--- src/rtl/uart_fifo_transceiver.sv ---
// rtl/uart_fifo_transceiver.sv - UART TX/RX with show-ahead RX FIFO; even parity when UART_PARITY_EN is defined
module uart_fifo_transceiver #(
    parameter int DATA_BITS     = 8,
    parameter int CLKS_PER_BIT  = 434,
    parameter int RX_FIFO_DEPTH = 4
) (
    input  logic                 clk,
    input  logic                 rst,
    input  logic [DATA_BITS-1:0] tx_data,
    input  logic                 tx_valid,
    output logic                 tx_ready,
    output logic                 txd,
    input  logic                 rxd,
    output logic [DATA_BITS-1:0] rx_data,
    output logic                 rx_valid,
    input  logic                 rx_ready,
    output logic                 rx_break,
    output logic                 rx_overrun,
    output logic                 rx_frame_err,
    output logic                 rx_parity_err
);
    localparam int CW = $clog2(CLKS_PER_BIT);
    localparam int BW = $clog2(DATA_BITS);
    localparam int AW = $clog2(RX_FIFO_DEPTH);
    localparam logic [CW-1:0] BIT_END  = CW'(CLKS_PER_BIT - 1);
    localparam logic [CW-1:0] HALF_END = CW'(CLKS_PER_BIT / 2 - 1);
    localparam logic [BW-1:0] LAST_BIT = BW'(DATA_BITS - 1);

    typedef enum logic [2:0] {TX_IDLE, TX_START, TX_DATA, TX_PARITY, TX_STOP} tx_state_t;
    typedef enum logic [2:0] {RX_IDLE, RX_START, RX_DATA, RX_PARITY, RX_STOP, RX_BREAK} rx_state_t;

    tx_state_t            tx_state, tx_state_n;
    logic [CW-1:0]        tx_cnt, tx_cnt_n;
    logic [BW-1:0]        tx_bit, tx_bit_n;
    logic [DATA_BITS-1:0] tx_shift, tx_shift_n;
    logic                 txd_n;
`ifdef UART_PARITY_EN
    logic                 tx_par, tx_par_n;
`endif

    assign tx_ready = (tx_state == TX_IDLE) && !rst;

    always_ff @(posedge clk or posedge rst) begin
        if (rst) begin
            tx_state <= TX_IDLE;
            tx_cnt   <= '0;
            tx_bit   <= '0;
            tx_shift <= '0;
            txd      <= 1'b1;
`ifdef UART_PARITY_EN
            tx_par   <= 1'b0;
`endif
        end else begin
            tx_state <= tx_state_n;
            tx_cnt   <= tx_cnt_n;
            tx_bit   <= tx_bit_n;
            tx_shift <= tx_shift_n;
            txd      <= txd_n;
`ifdef UART_PARITY_EN
            tx_par   <= tx_par_n;
`endif
        end
    end

    // txd is registered from the next-state logic so the start bit appears the cycle after acceptance
    always_comb begin
        tx_state_n = tx_state;
        tx_cnt_n   = tx_cnt + CW'(1);
        tx_bit_n   = tx_bit;
        tx_shift_n = tx_shift;
        txd_n      = txd;
`ifdef UART_PARITY_EN
        tx_par_n   = tx_par;
`endif
        case (tx_state)
            TX_IDLE: begin
                tx_cnt_n = '0;
                if (tx_valid && tx_ready) begin
                    tx_state_n = TX_START;
                    tx_shift_n = tx_data;
                    txd_n      = 1'b0;
`ifdef UART_PARITY_EN
                    tx_par_n   = ^tx_data;
`endif
                end
            end
            TX_START: if (tx_cnt == BIT_END) begin
                tx_state_n = TX_DATA;
                tx_cnt_n   = '0;
                tx_bit_n   = '0;
                txd_n      = tx_shift[0];
            end
            TX_DATA: if (tx_cnt == BIT_END) begin
                tx_cnt_n = '0;
                if (tx_bit == LAST_BIT) begin
`ifdef UART_PARITY_EN
                    tx_state_n = TX_PARITY;
                    txd_n      = tx_par;
`else
                    tx_state_n = TX_STOP;
                    txd_n      = 1'b1;
`endif
                end else begin
                    tx_bit_n   = tx_bit + BW'(1);
                    tx_shift_n = tx_shift >> 1;
                    txd_n      = tx_shift[1];
                end
            end
`ifdef UART_PARITY_EN
            TX_PARITY: if (tx_cnt == BIT_END) begin
                tx_state_n = TX_STOP;
                tx_cnt_n   = '0;
                txd_n      = 1'b1;
            end
`endif
            TX_STOP: if (tx_cnt == BIT_END) begin
                tx_state_n = TX_IDLE;
                tx_cnt_n   = '0;
            end
            default: begin
                tx_state_n = TX_IDLE;
                txd_n      = 1'b1;
            end
        endcase
    end

    rx_state_t            rx_state, rx_state_n;
    logic [1:0]           rx_sync;
    logic                 rx_prev, rx_s;
    logic [CW-1:0]        rx_cnt, rx_cnt_n;
    logic [BW-1:0]        rx_bit, rx_bit_n;
    logic [DATA_BITS-1:0] rx_shift, rx_shift_n;
    logic                 frame_err_n, rx_push;
`ifdef UART_PARITY_EN
    logic                 rx_par_bad, rx_par_bad_n, parity_err_n;
`else
    assign rx_parity_err = 1'b0;
`endif

    assign rx_s     = rx_sync[1];
    assign rx_break = (rx_state == RX_BREAK);

    always_ff @(posedge clk or posedge rst) begin
        if (rst) begin
            rx_sync      <= 2'b11;
            rx_prev      <= 1'b1;
            rx_state     <= RX_IDLE;
            rx_cnt       <= '0;
            rx_bit       <= '0;
            rx_shift     <= '0;
            rx_frame_err <= 1'b0;
`ifdef UART_PARITY_EN
            rx_par_bad    <= 1'b0;
            rx_parity_err <= 1'b0;
`endif
        end else begin
            rx_sync      <= {rx_sync[0], rxd};
            rx_prev      <= rx_s;
            rx_state     <= rx_state_n;
            rx_cnt       <= rx_cnt_n;
            rx_bit       <= rx_bit_n;
            rx_shift     <= rx_shift_n;
            rx_frame_err <= frame_err_n;
`ifdef UART_PARITY_EN
            rx_par_bad    <= rx_par_bad_n;
            rx_parity_err <= parity_err_n;
`endif
        end
    end

    // After the half-bit re-check every later sample lands mid-bit, one full period apart
    always_comb begin
        rx_state_n  = rx_state;
        rx_cnt_n    = rx_cnt + CW'(1);
        rx_bit_n    = rx_bit;
        rx_shift_n  = rx_shift;
        frame_err_n = 1'b0;
        rx_push     = 1'b0;
`ifdef UART_PARITY_EN
        rx_par_bad_n = rx_par_bad;
        parity_err_n = 1'b0;
`endif
        case (rx_state)
            RX_IDLE: begin
                rx_cnt_n = '0;
                if (rx_prev && !rx_s) rx_state_n = RX_START;
            end
            RX_START: if (rx_cnt == HALF_END) begin
                rx_cnt_n   = '0;
                rx_bit_n   = '0;
                rx_state_n = rx_s ? RX_IDLE : RX_DATA;
            end
            RX_DATA: if (rx_cnt == BIT_END) begin
                rx_cnt_n   = '0;
                rx_shift_n = {rx_s, rx_shift[DATA_BITS-1:1]};
                rx_bit_n   = rx_bit + BW'(1);
                if (rx_bit == LAST_BIT) begin
`ifdef UART_PARITY_EN
                    rx_state_n = RX_PARITY;
`else
                    rx_state_n = RX_STOP;
`endif
                end
            end
`ifdef UART_PARITY_EN
            RX_PARITY: if (rx_cnt == BIT_END) begin
                rx_cnt_n     = '0;
                rx_par_bad_n = rx_s ^ (^rx_shift);
                rx_state_n   = RX_STOP;
            end
`endif
            RX_STOP: if (rx_cnt == BIT_END) begin
                rx_cnt_n = '0;
                if (!rx_s && rx_shift == '0) begin
                    rx_state_n = RX_BREAK;
                end else begin
                    rx_state_n = RX_IDLE;
                    if (!rx_s) frame_err_n = 1'b1;
`ifdef UART_PARITY_EN
                    else if (rx_par_bad) parity_err_n = 1'b1;
`endif
                    else rx_push = 1'b1;
                end
            end
            RX_BREAK: begin
                rx_cnt_n = '0;
                if (rx_s) rx_state_n = RX_IDLE;
            end
            default: rx_state_n = RX_IDLE;
        endcase
    end

    logic [DATA_BITS-1:0] mem [RX_FIFO_DEPTH];
    logic [AW:0]          wr_ptr, rd_ptr;
    logic                 full, pop, do_push;

    assign full     = (wr_ptr - rd_ptr) == (AW+1)'(RX_FIFO_DEPTH);
    assign rx_valid = (wr_ptr != rd_ptr);
    assign rx_data  = rx_valid ? mem[rd_ptr[AW-1:0]] : '0;
    assign pop      = rx_ready && rx_valid;
    assign do_push  = rx_push && (!full || pop);

    always_ff @(posedge clk) begin
        if (do_push) mem[wr_ptr[AW-1:0]] <= rx_shift;
    end

    always_ff @(posedge clk or posedge rst) begin
        if (rst) begin
            wr_ptr     <= '0;
            rd_ptr     <= '0;
            rx_overrun <= 1'b0;
        end else begin
            if (do_push) wr_ptr <= wr_ptr + (AW+1)'(1);
            if (pop)     rd_ptr <= rd_ptr + (AW+1)'(1);
            if (rx_push && full && !pop) rx_overrun <= 1'b1;
            else if (pop)                rx_overrun <= 1'b0;
        end
    end
endmodule
--- config.mk ---
export PLATFORM = sky130hd
export DESIGN_NAME = uart_fifo_transceiver
export DESIGN_NICKNAME = d
export VERILOG_FILES = /design/src/rtl/uart_fifo_transceiver.sv
export SDC_FILE = /design/constraint.sdc
export NUM_CORES = 1
export LEC_CHECK = 0
export BUFFER_PORTS_ARGS = -buffer_cell sky130_fd_sc_hd__buf_2
export CORE_AREA = 4 4 90 92
export CTS_CLUSTER_SIZE = 24
export DETAILED_ROUTE_END_ITERATION = 10
export DIE_AREA = 0 0 94 96
export PLACE_DENSITY = 0.73
export SYNTH_ARGS = -nofsm -noshare
export SYNTH_HDL_FRONTEND = slang
export SYNTH_SLANG_ARGS = --single-unit
--- constraint.sdc ---
create_clock -name clk -period 3.6 [get_ports clk]
set_input_delay 0.72 -clock clk [delete_from_list [all_inputs] [get_ports clk]]
set_output_delay 0.72 -clock clk [all_outputs]
set_load 0.02 [all_outputs]
==> impl_results.md, run 1 <==
* RR Startpoint: rd_ptr[1]
* Via density at 5.50
* Syn Inst Count at 321
* Post-CTS Hold Buffers at 0
* Final Power at 2.55 mW
* Post-synth EDFFs at 32
* Setup bufs post-CTS at 0
* Fill cells at 563
* Rel. slew slack at 52.5%
* Mean Syn Cell Area at 13.2 µm²
* Worst Reg-to-Reg Cells at 6
* Async SR Flop Fraction at 64.4%
* Die footprint at 0.00902 mm²
* Fin crit share at 76.8%
* Area growth from synthesis to layout at 9.90%
* Final Wtd Congestion at 0.917
* Root buffer cell: clkbuf_8
* Hold Crit Endpoint: rx_sync[1]
* Outcome: finished, final reports clean
* Lkg Pwr at 2.06 nW
* Grt total ovfl at 0
* Area of the multi-input gates at 0.00173 mm²
* Drt total wl at 7.11 mm
* Clock Sinks at 90
* DR WL/cell at 15.7 µm
* Most common cell after layout, fill and taps aside: dfrtp_1
* Total global routing track utilization at 17.5%
* Vias in the first global route at 2,478
* Final Max Tran Viols at 0
* CP Launch Type: flip-flop
* Layout cell share with drive strength beyond 1 at 25.9%
* FF/Latch Area at 0.00242 mm²
* Overall die height at 96 µm
* Pwr/cell area at 546 mW/mm²
* Hold crit path type: flip-flop to flip-flop
* H-tree lvl count at 3
* CTS clk-pin slew, worst paths at 0.09 ns
* Yosys warnings at 0
* Initial antenna violation count at 0
* Max-cap violations at 0
* DR pass1 iterations at 4
* Most frequent cells in the layout: 54 x dfrtp_1, 32 x edfxtp_1, 28 x nor2_1, 28 x mux2_2, 26 x buf_2
* Seq/Total Area, Yosys at 56.9%
* Starting Density at 58.9%
* Hold path start: rx_sync[0]
* Post-CTS Resized at 0
* Critical setup path kind: flip-flop to primary output
* Crit Path Max Fanout at 11
* VDD IR max at 0.268 mV
* Final Setup Violations at 0
* Nets at 379
* Post-Syn Area at 0.00425 mm²
* DP HPWL at 5.15 mm
* Vias at 2,495
* Cell Rows at 31
* Residual DRC at 0
* Post-synth cell types at 58
* Antenna Violating Nets Remaining at 0
* Min Tclk post-route at 2.77 ns
* RSZ-0062 raised after global routing: false
* Critical Path End Type: primary output
* Clock latency on the worst-skew pair at 0.36 ns
* CTS tree: yes
* Starting DRT DRC Count at 107
* Final hold vios at 0
* Diodes inserted at 0
* Worst Skew at 0.00904 ns
* CTS Buf Count at 9
* Worst Tran Pin Value at 0.713 ns
* First-pass GRT wire length at 11.8 mm
* Maximum root-to-sink buffer count at 2
* Syn nets at 350
* Synth Flop Type: dfrtp_1
* WHS Path Cells at 0
* I/O pins at 28
* Core area at 0.00721 mm²
* Reg2reg setup slack at 1.00 ns
* Max Fclk at 0.362 GHz
* Required time worst endpoint at 2.88 ns
* Largest net degree at the start of global routing at 34
* Die width at 94 µm
* Reg-to-Reg End: mem[0][4]
* IO buf count at 26
* Sum Neg Setup Slack at 0 ns
* FF+latch count, synth at 90
* Critical path arrival at 2.05 ns
[final cells by class]
type,count,share of cell area (%)
Multi-Input combinational cell,207,37.1
Tap cell,99,2.65
Timing Repair Buffer,29,3.27
Clock buffer,9,2.65
Clock inverter,7,1.50
Inverter,13,1.05
Sequential cell,90,51.8
[stage by stage]
step / area [µm²] / utilization, % / hold WS (ns) / std cells / worst slack (ns)
finish: 4670 / 64.7 / 0.362 / 454 / 0.834
detailed placement: 4470 / 62.0 / 0.349 / 438 / 0.980
global placement: 4470 / 62.0 / 0.346 / 438 / 1.01
floorplan: 4250 / - / 0.345 / 321 / 0.974
global route: 4670 / 64.7 / 0.376 / 454 / 0.619
CTS: 4670 / 64.7 / 0.363 / 454 / 0.784
[synthesized netlist by cell type, drive strengths merged (2+ instances only)]
cell | n | share of area [%]
a21oi | 7 | 0.82
a22o | 2 | 0.41
a31oi | 3 | 0.44
and2 | 14 | 2.1
and3 | 7 | 1.0
buf | 5 | 0.65
clkbuf | 6 | 0.53
dfrtp | 54 | 32
dfstp | 4 | 2.5
edfxtp | 32 | 23
ha | 16 | 4.7
inv | 13 | 1.1
mux2 | 30 | 8.0
mux4 | 8 | 4.2
nand2 | 7 | 0.62
nand2b | 3 | 0.44
nand3 | 9 | 1.1
nand4 | 5 | 0.88
nor2 | 28 | 2.5
nor2b | 6 | 0.88
nor3 | 4 | 0.74
nor3b | 4 | 0.71
nor4b | 2 | 0.77
o211ai | 2 | 0.35
o21ai | 2 | 0.24
o31ai | 2 | 0.35
or4 | 3 | 0.62
xnor2 | 15 | 3.1
xor2 | 6 | 1.2
[cells by family after synthesis]
family | count (synthesis) | share of synthesized area, %
AOI/OAI and AO/OA | 29 | 5.01
xor gates and xnor gates | 21 | 4.33
adders and majority gates | 16 | 4.71
buffers and inverters | 24 | 2.33
DFF | 90 | 56.9
muxes | 39 | 12.4
other | 1 | 0.0883
and+or+nand+nor | 101 | 14.2
[power by group]
group,internal [mW],leakage (nW),switching [mW],total [mW]
Clock,0.272,0.0973,0.391,0.663
Sequential,1.17,1.12,0.149,1.32
Combinational,0.280,0.837,0.288,0.569
[sequential cells by signal (all words and copies together) (netlist names)]
register,count
mem,32
rd_ptr,3
rx_bit,3
rx_cnt,9
rx_frame_err,1
rx_overrun,1
rx_prev,1
rx_shift,8
rx_state,3
rx_sync,2
tx_bit,3
tx_cnt,9
tx_shift,8
tx_state,3
txd,1
wr_ptr,3
[critical path: stages (launching register included)]
cell	delay [ns]
dfrtp_1	0.58
inv_1	0.09
ha_1	0.29
and2_1	0.18
nand2_1	0.19
and2_1	0.20
buf_2	0.15
[metal layers]
layer	vias up	track usage, %	wire length, µm
met3	12	3.05	197
met5	-	0	0
met4	0	8.30	138
li1	1225	-	-
met1	1219	23.0	3290
met2	39	28.6	3480
[worst max-delay path by stage]
stage	startpoint	end	slack, ns	depth (start not counted)
floorplan	rst	txd	0.97	4
global placement	rd_ptr[1]	mem[0][0]	1.01	6
detailed placement	rd_ptr[1]	mem[0][0]	0.98	6
CTS	rd_ptr[1]	rx_data[1]	0.78	6
global route	rd_ptr[1]	rx_data[1]	0.62	6
finish	rd_ptr[1]	rx_data[0]	0.83	6
Power figures use the tool's default switching activity.
==> run 2: changes to the inputs <==
Settings changed: CORE_AREA 4 4 90 92 to 4 4 94 96, DIE_AREA 0 0 94 96 to 0 0 98 100, PLACE_DENSITY 0.73 to 0.7.
Clock period 3.6 ns to 2.2 ns, I/O delays scaled along.
==> run 2 against run 1 <==
Wire length grew 1.5%. Core utilization shrank 2.8 points. Global-route usage down 1.8 points. Largest power group unchanged. Worst hold slack worse by 0.21 ns. Power increased by 79%. Critical path depth is 2 lower.
==> impl_results.md, run 2 (synthesis gave the netlist of run 1 again) <==
* Outcome: finished, final reports clean
* Required time worst endpoint at 1.76 ns
* DR pass1 iterations at 4
* IO buf count at 26
* Critical path arrival at 1.75 ns
* Met2 Usage GRT at 25.3%
* Lkg Pwr at 2.20 nW
* Starting Density at 52.8%
* Critical Path End Type: primary output
* Antenna Violating Nets Remaining at 0
* Final core occ at 61.9%
* CTS tree: yes
* Crit Path Max Fanout at 4
* Maximum root-to-sink buffer count at 2
* Clock latency on the worst-skew pair at 0.35 ns
* Diodes inserted at 0
* GR Util met1 at 21.0%
* Die width at 98 µm
* Worst Tran Pin Value at 0.533 ns
* VDD IR max at 0.526 mV
* Largest net degree at the start of global routing at 44
* Core area at 0.00805 mm²
* Final Wtd Congestion at 0.751
* Worst Skew at 0.0111 ns
* CTS clk-pin slew, worst paths at 0.09 ns
* Critical setup path kind: flip-flop to primary output
* Pwr/cell area at 914 mW/mm²
* Most common cell after layout, fill and taps aside: dfrtp_1
* Final Setup Violations at 0
* Fin crit share at 99.7%
* Grt total ovfl at 0
* Area growth from synthesis to layout at 17.3%
* Layout cell share with drive strength beyond 1 at 33.9%
* CP Launch Type: flip-flop
* DR WL/cell at 15.1 µm
* Initial antenna violation count at 0
* Overall die height at 100 µm
* Final cell count without fillers at 477
* Hold crit path type: input pin to async pin
* Total global routing track utilization at 15.7%
* Min Tclk post-route at 2.19 ns
* Cell Rows at 33
* Max Fclk at 0.456 GHz
* Final Max Tran Viols at 0
* Residual DRC at 0
* I/O pins at 28
* Largest register FFs at 32
* Cells after DPL at 455
* Via density at 5.54
* Vias at 2,641
* CTS Buf Count at 9
* Vias in the first global route at 2,641
* Drt total wl at 7.22 mm
* Rel. slew slack at 64.5%
* Nets at 396
* DP HPWL at 4.99 mm
* Grt peak-use layer: met2
* Final hold vios at 0
* Sum Neg Setup Slack at 0 ns
* H-tree lvl count at 3
* RSZ-0062 raised after global routing: true
* Met3 Usage GRT at 3.61%
* Max-cap violations at 0
* Clock Sinks at 90
* Post-CTS Hold Buffers at 0
* Die footprint at 0.00980 mm²
* Most frequent cells in the layout: 53 x dfrtp_1, 32 x edfxtp_1, 28 x nor2_1, 28 x mux2_2
* First-pass GRT wire length at 12.4 mm
* Root buffer cell: clkbuf_8
* Starting DRT DRC Count at 35
-- run 2: cell count changes in the layout (fill, tap and decap cells not counted), sizes merged --
cell,change
bufinv,+2
clkinv,-1
clkbuf,+2
inv,-2
buf,+16
-- run 2: power breakdown --
group	internal (mW)	switching (mW)
registers	1.91	0.223
logic	0.590	0.582
clock network	0.658	0.591
total	3.16	1.40
-- run 2: per-layer routing --
metal	share of wire [%]	up-vias	routed length (µm)
li1	-	1266	-
met1	45	1332	3270
met2	51	37	3650
met3	2.8	6	204
met4	1.1	0	82
met5	0	-	0
-- run 2: worst max-delay path, stage by stage (launching register included) --
cell and delay, ns:
dfrtp_2 0.46, clkbuf_16 0.17, mux4_2 0.48, and2_4 0.17, buf_6 0.12
-- run 2: repair_timing --
| action | in CTS | in global routing |
|---|---|---|
| cloned | 0 | 1 |
| pin swaps | 0 | 7 |
| endpoints found under the setup margin | 9 | 41 |
| gates resized for setup | 5 | 29 |
| buffers inserted | 2 | 3 |
-- run 2: through the flow --
step / hold WS [ns] / area, µm² / power (mW) / setup WS, ns
after floorplan: 0.345 / 4260 / 2.91 / 0.0769
after global placement: 0.346 / 4580 / 3.16 / 0.131
after detailed placement: 0.347 / 4580 / 3.19 / 0.0780
after CTS: 0.157 / 4840 / 4.49 / -0.0213
after global routing: 0.158 / 4980 / 4.86 / -0.0509
final: 0.153 / 4980 / 4.55 / 0.00617
-- run 2: cell type report --
class | instances | area, µm²
fill | 627 | 3070
sequential | 90 | 2420
multi-input combinational | 207 | 1800
timing repair buffer | 46 | 355
tap | 105 | 131
clock buffer | 10 | 128
clock inverter | 6 | 97.6
inverter | 13 | 52.6
-- run 2: worst paths after layout --
| check | startpoint | endpoint | slack, ns | cells after the start |
|---|---|---|---|---|
| worst max-delay path | rd_ptr[0] | rx_data[2] | 0.006 | 4 |
| worst min register to register | rx_sync[0] | rx_sync[1] | 0.36 | 0 |
| max in group asynchronous | rst | rx_prev | 1.53 | 3 |
| min in group clk | rxd | rx_sync[0] | 0.18 | 1 |
| worst max register to register | rx_cnt[1] | mem[3][3] | 0.14 | 6 |
| worst min-delay path | rst | rd_ptr[0] | 0.15 | 3 |
==> run 3: changes to the inputs <==
Settings changed: MAX_ROUTING_LAYER set to met4.
==> run 3 against run 2 <==
Via count is 0.64% lower. Wire length is essentially flat. Power is essentially flat. Highest routed layer unchanged.
==> impl_results.md, run 3 (synthesis gave the netlist of run 1 again) <==
* Outcome: finished, final reports clean
* Final non-filler cell area at 0.00498 mm²
* Overall die height at 100 µm
* Root buffer cell: clkbuf_8
* CTS clk-pin slew, worst paths at 0.09 ns
* Hold crit path type: input pin to async pin
* FF/Latch Area at 0.00242 mm²
* DP HPWL at 4.99 mm
* Required time worst endpoint at 1.76 ns
* H-tree lvl count at 3
* Final core occ at 61.9%
* Initial antenna violation count at 0
* Final Max Tran Viols at 0
* VDD IR max at 0.526 mV
* Crit Path Max Fanout at 4
* I/O pins at 28
* Worst Tran Pin Value at 0.530 ns
* Final hold vios at 0
* Largest register FFs at 32
* Most frequent cells in the layout: 53 x dfrtp_1, 32 x edfxtp_1, 28 x nor2_1, 28 x mux2_2
* CP delay by family, top: multiplexers
* Fill cells at 627
* Grt total ovfl at 0
* Total global routing track utilization at 16.2%
* Fin crit share at 99.7%
* Starting Density at 52.8%
* Critical setup path kind: flip-flop to primary output
* Max-cap violations at 0
* Area of the multi-input gates at 0.00180 mm²
* Nets at 396
* Worst Reg-to-Reg Cells at 6
* Layout cell share with drive strength beyond 1 at 33.9%
* Final cell count without fillers at 477
* Maximum root-to-sink buffer count at 2
* DR pass1 iterations at 4
* Critical Path End Type: primary output
* Clock Sinks at 90
* Via density at 5.50
* Antenna Violating Nets Remaining at 0
* Largest net degree at the start of global routing at 44
* Final Setup Violations at 0
* Die footprint at 0.00980 mm²
* Max Fclk at 0.456 GHz
* Worst path buffer plus inverter count at 2
* Pwr/cell area at 914 mW/mm²
* Worst-path cell chain: clkbuf_16 -> mux4_2 -> and2_4 -> buf_6
* First-pass GRT wire length at 12.5 mm
* Core area at 0.00805 mm²
* Hold_ws at 0.153 ns
* Worst slack, placed at 0.0780 ns
* Vias in the first global route at 2,631
* Clock latency on the worst-skew pair at 0.35 ns
* Lkg Pwr at 2.20 nW
* Vias at 2,624
* CTS tree: yes
* Setup ws final at 0.00587 ns
* Starting DRT DRC Count at 46
* RSZ-0062 raised after global routing: true
* IO buf count at 26
* Residual DRC at 0
* Cells after DPL at 455
* Slowest CP cell: mux4_2
* CP max stage delay at 0.48 ns
* Final Wtd Congestion at 0.761
* Most common cell after layout, fill and taps aside: dfrtp_1
* Diodes inserted at 0
* CTS Buf Count at 9
* DR WL/cell at 15.1 µm
* Area growth from synthesis to layout at 17.3%
* Cell Rows at 33
* CP Launch Type: flip-flop
* Stages on worst setup path at 4
* Placement Cell Area at 0.00458 mm²
* Critical path arrival at 1.75 ns
* Worst Skew at 0.0111 ns
* Rel. slew slack at 64.7%
* Min Tclk post-route at 2.19 ns
* Drt total wl at 7.21 mm
* Die width at 98 µm
[run 3: worst min-delay path, delay by kind of cell]
family / cells / cell delay [ns]
buffers and inverters: 3 / 0.43
[run 3: cell type report]
cell class,instances,share of cell area (%)
Clock buffer,10,2.56
Clock inverter,6,1.96
Inverter,13,1.05
Multi-Input combinational cell,207,36.1
Sequential cell,90,48.5
Tap cell,105,2.64
Timing Repair Buffer,46,7.13
[run 3: stage by stage]
stage / total power, mW / setup TNS, ns
6_report: 4.56 / 0
5_1_grt: 4.86 / -0.300
4_1_cts: 4.49 / -0.0468
3_5_place_dp: 3.19 / 0
3_3_place_gp: 3.16 / 0
2_1_floorplan: 2.91 / 0
[run 3: power breakdown]
| part | internal [mW] | leakage, nW | switching (mW) |
|---|---|---|---|
| clock | 0.658 | 0.113 | 0.593 |
| combinational | 0.590 | 0.965 | 0.583 |
| sequential | 1.91 | 1.12 | 0.223 |
| total | 3.16 | 2.20 | 1.40 |
[run 3: final timing paths]
path | start | to | slack [ns]
min in group clk | rxd | rx_sync[0] | 0.18
hold reg to reg | rx_sync[0] | rx_sync[1] | 0.36
max in group asynchronous | rst | rx_prev | 1.53
setup reg to reg | rx_cnt[1] | mem[3][3] | 0.14
setup / recovery | rd_ptr[0] | rx_data[2] | 0.006
hold / removal | rst | rd_ptr[0] | 0.15
[run 3: what timing repair did]
item	4_1_cts	5_1_grt
buffers inserted	2	3
hold buffers	0	0
setup endpoints to repair	9	41
pin swaps	0	7
resized for setup	5	29
gates cloned	0	1
[run 3: routing by layer]
metal / track usage [%] / up-vias / part of all wire, %
li1: - / 1264 / -
met1: 21.2 / 1320 / 46
met2: 25.3 / 34 / 50
met3: 3.61 / 6 / 2.7
met4: 5.43 / 0 / 1.1
met5: - / - / 0
